**config.mk**
```make
export PLATFORM = sky130hd
export DESIGN_NAME = player_mover
export DESIGN_NICKNAME = d
export VERILOG_FILES = /design/src/rtl/maze_pkg.sv /design/src/rtl/repeat_timer.sv /design/src/rtl/player_mover.sv
export SDC_FILE = /design/constraint.sdc
export NUM_CORES = 1
export LEC_CHECK = 0
export ABC_AREA = 1
export CORE_ASPECT_RATIO = 0.8
export CORE_MARGIN = 1
export CORE_UTILIZATION = 30
export DETAILED_ROUTE_END_ITERATION = 12
export PLACE_DENSITY = 0.55
export SETUP_SLACK_MARGIN = 0.4
export SLEW_MARGIN = 10
export SYNTH_ARGS = -nofsm -noshare
export SYNTH_HDL_FRONTEND = slang
export SYNTH_SLANG_ARGS = --single-unit
```
**constraint.sdc**
```tcl
create_clock -name clk -period 2.1 [get_ports clk]
set_input_delay 0.42 -clock clk [delete_from_list [all_inputs] [get_ports clk]]
set_output_delay 0.42 -clock clk [all_outputs]
set_load 0.005 [all_outputs]
```
**src/rtl/maze_pkg.sv**
```systemverilog
// Shared definitions for the maze game blocks.
//
// Contents:
//   SCREEN_W, SCREEN_H  visible screen size in pixels
//   CELL_W, CELL_H      maze cell size in pixels
//   dir_t               a single move direction, NONE when no move is wanted
//   mover_state_t       phases of the player_mover controller
//   onehot_dir()        turns the four key levels into a direction, or NONE
//                       unless exactly one key is down
package maze_pkg;

    localparam int SCREEN_W = 640;
    localparam int SCREEN_H = 480;
    localparam int CELL_W   = 32;
    localparam int CELL_H   = 30;

    typedef enum logic [2:0] {
        NONE,
        LEFT,
        UP,
        DOWN,
        RIGHT
    } dir_t;

    typedef enum logic [1:0] {
        IDLE,
        REQ,
        HOLD,
        DONE
    } mover_state_t;

    // A chord of keys (or no key) is treated as "no request" so the
    // player never moves diagonally or in an ambiguous direction.
    function automatic dir_t onehot_dir(input logic kl, input logic ku,
                                        input logic kd, input logic kr);
        dir_t d;
        d = NONE;
        case ({kl, ku, kd, kr})
            4'b1000: d = LEFT;
            4'b0100: d = UP;
            4'b0010: d = DOWN;
            4'b0001: d = RIGHT;
            default: d = NONE;
        endcase
        return d;
    endfunction

endpackage

```
**src/rtl/repeat_timer.sv**
```systemverilog
// Hold-time counter for key auto-repeat.
//
// Ports:
//   clk      system clock
//   reset    synchronous, active-high reset (count back to 0)
//   clear    returns the count to 0; wins over enable
//   enable   advances the count by one each cycle
//   expired  high while the count sits at REPEAT_CYCLES-1
module repeat_timer #(
    parameter int REPEAT_CYCLES = 12_500_000
) (
    input  logic clk,
    input  logic reset,
    input  logic clear,
    input  logic enable,
    output logic expired
);

    localparam int CW = (REPEAT_CYCLES > 1) ? $clog2(REPEAT_CYCLES) : 1;
    localparam logic [CW-1:0] LAST = CW'(REPEAT_CYCLES - 1);

    logic [CW-1:0] count;

    // The owner clears the counter when it expires, so the count never
    // has to run past LAST and CW bits are always enough.
    always_ff @(posedge clk) begin
        if (reset) begin
            count <= '0;
        end else if (clear) begin
            count <= '0;
        end else if (enable) begin
            count <= count + CW'(1);
        end
    end

    assign expired = (count == LAST);

endmodule

```
**src/rtl/player_mover.sv**
```systemverilog
// Player-position controller for the maze game.
//
// Turns one-hot key levels into single-cell move requests, shows the
// requested direction and the current box to the external collision
// checker, and commits the move only when the checker reports free and
// the box is not already against the screen edge. Holding a key repeats
// the move every REPEAT_CYCLES+1 cycles. Reaching the goal cell freezes
// the player until reset.
//
// Ports:
//   clk, reset                  system clock, synchronous active-high reset
//   key_left/up/down/right      synchronised key levels
//   wallblks                    collision result for the presented request
//   left/up/down/right          direction presented to collision (one cycle)
//   xFlr/xCeil/yFlr/yCeil       current player box in pixels
//   moved                       one-cycle pulse when a move commits
//   blocked                     one-cycle pulse when a request is refused
//   at_goal                     high while the box sits on the goal cell
module player_mover #(
    parameter int CELL_W        = 32,
    parameter int CELL_H        = 30,
    parameter int START_X       = 0,
    parameter int START_Y       = 0,
    parameter int GOAL_X        = 608,
    parameter int GOAL_Y        = 450,
    parameter int REPEAT_CYCLES = 12_500_000
) (
    input  logic       clk,
    input  logic       reset,
    input  logic       key_left,
    input  logic       key_up,
    input  logic       key_down,
    input  logic       key_right,
    input  logic       wallblks,
    output logic       left,
    output logic       up,
    output logic       down,
    output logic       right,
    output logic [9:0] xFlr,
    output logic [9:0] xCeil,
    output logic [9:0] yFlr,
    output logic [9:0] yCeil,
    output logic       moved,
    output logic       blocked,
    output logic       at_goal
);
    import maze_pkg::*;

    localparam logic [1:0] S_IDLE = 2'(IDLE);
    localparam logic [1:0] S_REQ  = 2'(REQ);
    localparam logic [1:0] S_HOLD = 2'(HOLD);
    localparam logic [1:0] S_DONE = 2'(DONE);

    localparam logic [9:0] STEP_X   = 10'(CELL_W);
    localparam logic [9:0] STEP_Y   = 10'(CELL_H);
    localparam logic [9:0] EDGE_X   = 10'(SCREEN_W);
    localparam logic [9:0] EDGE_Y   = 10'(SCREEN_H);
    localparam logic [9:0] GOAL_XV  = 10'(GOAL_X);
    localparam logic [9:0] GOAL_YV  = 10'(GOAL_Y);
    localparam logic       START_AT = (START_X == GOAL_X) && (START_Y == GOAL_Y);

    logic [1:0] state;
    dir_t       dir;
    dir_t       keydir;
    logic       held;
    logic       edge_hit;
    logic       refused;
    logic       req_goal;
    logic       timer_en;
    logic       timer_clr;
    logic       expired;
    logic [9:0] nxf, nxc, nyf, nyc;

    assign keydir = onehot_dir(key_left, key_up, key_down, key_right);

    // The latched direction is only shown to collision during the single
    // REQ cycle; the rest of the time all four lines stay low.
    assign left  = (state == S_REQ) && (dir == LEFT);
    assign up    = (state == S_REQ) && (dir == UP);
    assign down  = (state == S_REQ) && (dir == DOWN);
    assign right = (state == S_REQ) && (dir == RIGHT);

    // Only the key that started the move keeps the repeat alive; any other
    // key pressed meanwhile is ignored.
    always_comb begin
        held = 1'b0;
        case (dir)
            LEFT:    held = key_left;
            UP:      held = key_up;
            DOWN:    held = key_down;
            RIGHT:   held = key_right;
            default: held = 1'b0;
        endcase
    end

    // Candidate box for the pending request. collision does not shift the
    // box past the screen edge and would report free there, so the edge is
    // checked here as well. With the edge excluded the 10-bit add/subtract
    // can never wrap.
    always_comb begin
        nxf      = xFlr;
        nxc      = xCeil;
        nyf      = yFlr;
        nyc      = yCeil;
        edge_hit = 1'b0;
        case (dir)
            LEFT:    edge_hit = (xFlr == 10'd0);
            UP:      edge_hit = (yFlr == 10'd0);
            DOWN:    edge_hit = (yCeil == EDGE_Y);
            RIGHT:   edge_hit = (xCeil == EDGE_X);
            default: edge_hit = 1'b0;
        endcase
        refused = wallblks || edge_hit;
        if (!refused) begin
            case (dir)
                LEFT: begin
                    nxf = xFlr - STEP_X;
                    nxc = xCeil - STEP_X;
                end
                UP: begin
                    nyf = yFlr - STEP_Y;
                    nyc = yCeil - STEP_Y;
                end
                DOWN: begin
                    nyf = yFlr + STEP_Y;
                    nyc = yCeil + STEP_Y;
                end
                RIGHT: begin
                    nxf = xFlr + STEP_X;
                    nxc = xCeil + STEP_X;
                end
                default: begin
                    nxf = xFlr;
                    nxc = xCeil;
                end
            endcase
        end
        req_goal = (nxf == GOAL_XV) && (nyf == GOAL_YV);
    end

    // The timer only runs while holding; it restarts whenever the key is
    // released or a repeat request is issued.
    assign timer_en  = (state == S_HOLD);
    assign timer_clr = !timer_en || !held || expired;

    repeat_timer #(
        .REPEAT_CYCLES(REPEAT_CYCLES)
    ) u_timer (
        .clk    (clk),
        .reset  (reset),
        .clear  (timer_clr),
        .enable (timer_en),
        .expired(expired)
    );

    // Main controller. Position and at_goal change only in REQ, so at_goal
    // can be loaded from the candidate box at the same time as the box.
    // In HOLD the release check comes first so that letting go on the
    // expiry cycle never produces one extra move.
    always_ff @(posedge clk) begin
        if (reset) begin
            state   <= S_IDLE;
            dir     <= NONE;
            xFlr    <= 10'(START_X);
            xCeil   <= 10'(START_X + CELL_W);
            yFlr    <= 10'(START_Y);
            yCeil   <= 10'(START_Y + CELL_H);
            moved   <= 1'b0;
            blocked <= 1'b0;
            at_goal <= START_AT;
        end else begin
            moved   <= 1'b0;
            blocked <= 1'b0;
            case (state)
                S_IDLE: begin
                    if (keydir != NONE) begin
                        dir   <= keydir;
                        state <= S_REQ;
                    end
                end
                S_REQ: begin
                    xFlr    <= nxf;
                    xCeil   <= nxc;
                    yFlr    <= nyf;
                    yCeil   <= nyc;
                    moved   <= !refused;
                    blocked <= refused;
                    at_goal <= req_goal;
                    state   <= req_goal ? S_DONE : S_HOLD;
                end
                S_HOLD: begin
                    if (!held) begin
                        state <= S_IDLE;
                    end else if (expired) begin
                        state <= S_REQ;
                    end
                end
                default: begin
                    state <= S_DONE;
                end
            endcase
        end
    end

endmodule

```
==> impl_metrics.env, run 1 <==
export IMPL_outcome="complete, but fails checks"
export IMPL_syn_cell_area_mm2=0.003906
export IMPL_dp_hpwl_um=7618
export IMPL_synthTopCellsByArea="dfxtp_1 31%, nand2_1 11%, ha_1 7.0%, inv_1 6.9%, a21oi_1 6.0%"
export IMPL_seq_area_frac_synth_pct=30.75
export IMPL_start_kind="register"
export IMPL_synth_top_area_share_pct=30.75
export IMPL_critPathCaptureType="output pin"
export IMPL_numCtsBuffers=9
export IMPL_ios=54
export IMPL_first_pass_iters=5
export IMPL_use_met1_pct=22.83
export IMPL_crit_start="dir[1]"
export IMPL_die_area_mm2=0.01348
export IMPL_setup_violations=11
export IMPL_yosys_warnings=0
export IMPL_die_height_um=104.1
export IMPL_final_hold_violation_count=0
export IMPL_leakage_uw=0.002493
export IMPL_setup_ws_ps=-158.0
export IMPL_rows=36
export IMPL_cts_tree="built"
export IMPL_drc=0
export IMPL_layout_commonest_cell="nand2_1"
export IMPL_synthAdderAreaFrac_pct=9.097
export IMPL_cap_viol_max_count=0
export IMPL_synthXorXnorAreaFrac_pct=5.157
export IMPL_routabilityCongestion=0.8897
export IMPL_h_tree_depth=3
export IMPL_synthMuxAreaShare_pct=0.5125
export IMPL_synth_top_cell_by_area="dfxtp_1"
export IMPL_antenna_cells=0
export IMPL_async_flop_share_pct=0
export IMPL_synth_top_family_by_area="simple AND/OR/NAND/NOR gates"
export IMPL_syn2layout_area_growth_pct=53.56
export IMPL_avgSynthCellArea_um2=6.988
export IMPL_coreArea_mm2=0.01243
export IMPL_synth_cell_types=42
export IMPL_grt_pass1_vias=3791
export IMPL_fillerInstances=1194
export IMPL_die_w_um=129.6
export IMPL_cp_common_cell="buf_4"
export IMPL_fin_crit_ps=2258
export IMPL_grt_max_degree=19
export IMPL_final_nets=709
export IMPL_antenna_left=0
export IMPL_grtUsageMet3_pct=4.270
export IMPL_fin_crit_sh_pct=107.5
export IMPL_final_area_mm2=0.005998
export IMPL_slew_violations=0
export IMPL_initial_core_util_pct=31.42
export IMPL_finalWirelength_um=11480
export IMPL_clkSinkCount=60
export IMPL_drive_gt1_share_pct=34.36
export IMPL_cts_clk_slew_worst_paths_ps=60
export IMPL_fin_hold_ws_ps=485.0
export IMPL_crit_path_max_incr_delay_ps=520
export IMPL_ys_flop_type="dfxtp_1"
export IMPL_critPathSlowestCell="clkdlybuf4s50_1"
export IMPL_grt_use_total_pct=17.06
export IMPL_synth_seq_cells=60
export IMPL_power_density_mw_per_mm2=524.5
export IMPL_synthCells=559
export IMPL_grt_overflow=0
export IMPL_most_common_layout_cells="105 x nand2_1, 66 x inv_1, 58 x buf_4"
export IMPL_violations="negative setup slack"
export IMPL_worstPathCellList="buf_4 -> nor2_4 -> nand2_4 -> buf_4 -> nor2_1 -> clkdlybuf4s50_1"
export IMPL_cp_endpoint="right"
export IMPL_clk_latency_ps=340
export IMPL_top_usage_layer="met2"
export IMPL_synth_edf_count=0
export IMPL_reg2reg_to="state[0]"
export IMPL_postPlaceCellArea_mm2=0.004765
export IMPL_synth_compound_area_share_pct=12.75
export IMPL_grt_util_met2_pct=27.39
export IMPL_clock_skew_ps=10.81
export IMPL_yosys_area_share_simple_pct=30.81
export IMPL_timing_fmax_mhz=442.9
export IMPL_vias=4052
export IMPL_path_class="register to output pin"
export IMPL_cp_max_fo=6
export IMPL_antenna_found_initial=0
export IMPL_drtIter0Drc=181
export IMPL_fin_total_pwr_uw=3146
export IMPL_ir_drop_mv=0.4380
export IMPL_cp_data_arrival_time_ps=1840
export IMPL_r2r_start="dir[1]"
export IMPL_r2r_slack_ps=-100
export IMPL_grt_pass1_wl_um=18200
export IMPL_cts_root_buf="clkbuf_16"
export IMPL_cp_required_ps=1680
export IMPL_clk_path_buf_depth=2
export IMPL_port_buffers=41
export IMPL_min_path_type="register to register"
export IMPL_avgRoutedWirePerCell_um=13.47
export IMPL_vias_per_cell=4.756
export IMPL_rsz0062_at_grt="yes"
export IMPL_r2r_cells=12
## synthesized netlist by cell type (6+ instances only)
cell type / n
a21oi_1: 47
buf_4: 12
dfxtp_1: 60
ha_1: 22
inv_1: 72
inv_2: 6
nand2_1: 112
nand3_1: 33
nand4_1: 8
nor2_1: 54
nor3_1: 17
nor4_1: 8
o21ai_0: 21
o21ai_1: 6
xnor2_1: 8
xor2_1: 15
## power breakdown
group | leakage [uW] | switching, uW | internal [uW]
Sequential | 0.000493 | 26.3 | 1160
Combinational | 0.00186 | 266 | 209
Clock | 0.000139 | 570 | 918
Total | 0.00249 | 862 | 2280
## flip-flops by register name (all words and copies together) (netlist names)
name,flops
at_goal,1
blocked,1
dir,3
moved,1
state,2
u_timer.count,24
xCeil,5
xFlr,5
yCeil,9
yFlr,9
## through the flow
step                setup WS, ps  util, %  setup TNS [ps]  std cells
floorplan                  46.39        -               0        570
global placement           2.369    38.33               0        795
detailed placement        -81.15    38.33          -209.5        795
CTS                       -51.63    45.20          -230.4        845
global route              -262.9    48.25           -4278        852
finish                    -158.0    48.25          -710.5        852
## area by class of cell
class	count	area [um2]	share of cell area, %
clock inverters	6	63.81	1.064
repair buffers	113	1072	17.88
repair inverters	1	11.26	0.1877
flip-flops and latches	60	1245	20.76
multi-input cells	413	2850	47.52
inverters	78	312.8	5.215
clock buffers	10	229.0	3.817
well taps	171	214.0	3.567
## how the worst min path moves through the flow
stage / endpoint / from / cells past startpoint
floorplan: u_timer.count[1] / u_timer.count[1] / 2
global placement: xCeil[9] / xCeil[9] / 2
detailed placement: xCeil[9] / xCeil[9] / 2
CTS: xCeil[9] / xCeil[9] / 2
global route: xCeil[5] / xCeil[5] / 1
finish: yCeil[1] / yCeil[1] / 1
## worst max-delay path: cells and delay by family, from the launching register on
| family | cells | cell delay, ps |
|---|---|---|
| buffers and inverters | 3 | 830 |
| DFF | 1 | 350 |
| and+or+nand+nor | 3 | 320 |
## metal layers
| layer | up-vias | share of wire (%) |
|---|---|---|
| li1 | 2059 | - |
| met1 | 1904 | 48 |
| met2 | 78 | 47 |
| met3 | 11 | 4.0 |
| met4 | 0 | 0.89 |
| met5 | - | 0 |
## cells by family (layout without fill, tap and decap cells)
group,Yosys count,after routing
mux,2,2
simple gates,258,259
flops,60,60
other cells,1,12
buf+inv,98,208
fa+ha+maj,26,26
compound gates,91,91
xor+xnor,23,23
## repair_timing
item | in CTS | in global routing
gates cloned | 4 | 1
hold buffers | 0 | 0
buffers inserted | 30 | 6
pin swaps | 20 | 23
endpoints found under the hold margin | 0 | 0
resized for setup | 100 | 84
setup endpoints to repair | 56 | 75
(Power assumes the default switching activity.)
==> inputs of run 2 (changes only) <==
Settings changed: ABC_AREA 1 to 0.
==> run 2 against run 1 <==
The flow still finishes with violations (negative setup slack). Maximum frequency is 14% lower. Non-clock buffer count up 48. Clock power is 7% lower. Flip-flop and latch count is the same. Synthesized area decreased by 2.5%. Core utilization increased by 4.3 points. Sequential share of layout area shrank 1.5 points. Clock-buffer cell count up 2. Routed wire length rose by 1.0%. Worst hold slack worse by 22 ps. Highest routed layer unchanged.
==> impl_metrics.env, run 2 <==
export IMPL_final_nets=638
export IMPL_syn2layout_area_growth_pct=69.78
export IMPL_grt_pass1_wl_um=18240
export IMPL_start_kind="register"
export IMPL_setup_ws_ps=-521.3
export IMPL_seq_area_frac_synth_pct=31.54
export IMPL_antenna_left=0
export IMPL_fin_total_pwr_uw=3022
export IMPL_fin_crit_ps=2621
export IMPL_routabilityCongestion=0.8143
export IMPL_synth_edf_count=0
export IMPL_crit_path_max_incr_delay_ps=340
export IMPL_port_buffers=41
export IMPL_final_area_mm2=0.006466
export IMPL_drive_gt1_share_pct=48.68
export IMPL_min_path_cells=2
export IMPL_reg2reg_to="state[0]"
export IMPL_fillerInstances=1093
export IMPL_slew_violations=0
export IMPL_finalWirelength_um=11590
export IMPL_synth_top_area_share_pct=31.54
export IMPL_tightest_slew_ps=547.2
export IMPL_clkSinkCount=60
export IMPL_outcome="complete, but fails checks"
export IMPL_grt_use_total_pct=18.00
export IMPL_r2r_slack_ps=-520
export IMPL_clk_latency_ps=340
export IMPL_r2r_cells=11
export IMPL_synthTopCellsByArea="dfxtp_1 32%, ha_1 7.2%, nor2_1 7.0%, xor2_1 6.0%, xnor2_1 4.1%"
export IMPL_synthCells=450
export IMPL_leakage_uw=0.002559
export IMPL_antenna_cells=0
export IMPL_ys_flop_type="dfxtp_1"
export IMPL_final_cells=779
export IMPL_clk_path_buf_depth=2
export IMPL_cap_viol_max_count=0
export IMPL_yosys_warnings=0
export IMPL_fin_crit_sh_pct=124.8
export IMPL_cp_data_arrival_time_ps=2870
export IMPL_path_class="register to register"
export IMPL_setup_violations=30
export IMPL_critPathSlowestCell="o41ai_2"
export IMPL_cp_required_ps=2350
export IMPL_drtIter0Drc=126
export IMPL_rsz0062_at_grt="yes"
export IMPL_largest_register_ffs=24
export IMPL_vias=3744
export IMPL_die_height_um=102.8
export IMPL_r2r_start="dir[2]"
export IMPL_top_regs="u_timer.count x24, yCeil x9, yFlr x9"
export IMPL_cp_endpoint="state[0]"
export IMPL_drc=0
export IMPL_cts_root_buf="clkbuf_16"
export IMPL_syn_cell_area_mm2=0.003809
export IMPL_ios=54
export IMPL_die_w_um=128.0
export IMPL_place_inst=725
export IMPL_grt_pass1_vias=3627
export IMPL_coreArea_mm2=0.01230
export IMPL_grt_max_degree=20
export IMPL_relSlewSlack_pct=63.02
export IMPL_avgRoutedWirePerCell_um=14.88
export IMPL_min_path_type="register to register"
export IMPL_layout_commonest_cell="buf_4"
export IMPL_grt_overflow=0
export IMPL_cp_common_cell="o31ai_2"
export IMPL_final_hold_violation_count=0
export IMPL_crit_start="dir[2]"
export IMPL_most_common_layout_cells="85 x buf_4, 42 x nor2_1, 35 x dfxtp_1"
export IMPL_violations="negative setup slack"
export IMPL_avgSynthCellArea_um2=8.464
export IMPL_power_density_mw_per_mm2=467.4
export IMPL_synth_most_common_cell="nor2_1"
export IMPL_initial_core_util_pct=30.97
export IMPL_clock_skew_ps=6.768
export IMPL_cp_max_fo=6
export IMPL_async_flop_share_pct=0
export IMPL_first_pass_iters=4
export IMPL_dp_hpwl_um=7581
export IMPL_synth_cell_types=70
export IMPL_synth_commonest_cells="71 x nor2_1, 60 x dfxtp_1, 34 x nand2_1"
export IMPL_synth_seq_cells=60
export IMPL_cts_tree="built"
export IMPL_timing_fmax_mhz=381.5
export IMPL_numCtsBuffers=9
export IMPL_h_tree_depth=3
export IMPL_die_area_mm2=0.01315
export IMPL_cts_clk_slew_worst_paths_ps=50
export IMPL_rows=36
export IMPL_largest_register="u_timer.count"
export IMPL_ir_drop_mv=0.3245
export IMPL_post_place_ws_ps=-646.0
export IMPL_critPathCaptureType="register"
export IMPL_worstPathCellList="and2b_4 -> nand2_8 -> inv_8 -> ha_4 -> a211oi_4 -> o31ai_2 -> o31ai_2 -> xor2_1 -> o41ai_2 -> o2111ai_2 -> a311oi_2"
export IMPL_antenna_found_initial=0
export IMPL_vias_per_cell=4.806
export IMPL_synth_top_cell_by_area="dfxtp_1"
export IMPL_postPlaceCellArea_mm2=0.005106
## run 2: cell type report
class | count | area (um2) | share of cell area (%)
Multi-Input combinational cell | 358 | 3124 | 48.32
Timing Repair Buffer | 161 | 1530 | 23.66
Sequential cell | 60 | 1245 | 19.25
Clock buffer | 12 | 266.5 | 4.122
Tap cell | 171 | 214.0 | 3.309
Inverter | 15 | 76.32 | 1.180
Clock inverter | 2 | 10.01 | 0.1548
## run 2: power by group
part	internal [uW]	switching, uW
clock network	876	517
logic	238	226
registers	1150	15.9
## run 2: cells by family (layout without fill, tap and decap cells)
group / after synthesis / count (layout) / share of synthesized area [%]
flip-flops: 60 / 60 / 31.54
adder cells (fa/ha/maj): 26 / 26 / 9.330
other: 1 / 12 / 0.09846
AND/OR/NAND/NOR: 197 / 197 / 26.84
AO/OA/AOI/OAI: 72 / 72 / 13.27
multiplexers: 7 / 7 / 1.840
buffers and inverters: 43 / 190 / 6.964
XOR/XNOR: 44 / 44 / 10.12
## run 2: repair_timing
item / CTS / global route
endpoints found under the setup margin: 87 / 73
buffers inserted: 18 / 17
gates cloned: 3 / 2
hold buffers: 0 / 0
gates resized for setup: 113 / 97
pin swaps: 25 / 28
## run 2: layer usage
| metal | GRT usage, % | up-vias | wire (um) |
|---|---|---|---|
| li1 | - | 1859 | - |
| met5 | 0 | - | 0 |
| met3 | 4.670 | 16 | 367 |
| met2 | 30.14 | 57 | 5675 |
| met4 | 4.977 | 0 | 149 |
| met1 | 23.03 | 1812 | 5400 |
## run 2: worst min-delay path by stage
stage / start / to
after floorplan: at_goal / at_goal
after global placement: at_goal / at_goal
after CTS: at_goal / at_goal
after detailed placement: at_goal / at_goal
after global routing: at_goal / at_goal
final: at_goal / at_goal
## run 2: metrics by stage
step | util [%] | hold WS, ps | setup TNS (ps)
6_report | 52.58 | 463.1 | -4224
5_1_grt | 52.58 | 485.8 | -8807
4_1_cts | 48.24 | 468.2 | -4292
3_5_place_dp | 41.52 | 457.8 | -5504
3_3_place_gp | 41.52 | 459.3 | -4051
2_1_floorplan | - | 448.3 | -1294
## run 2: critical path, delay by kind of cell (launching register included)
family                   cells  cell delay [ps]
buffers and inverters        1               80
XOR/XNOR                     1              150
AND/OR/NAND/NOR              2              360
flip-flops                   1              330
adder cells (fa/ha/maj)      1              200
AO/OA/AOI/OAI                6             1420
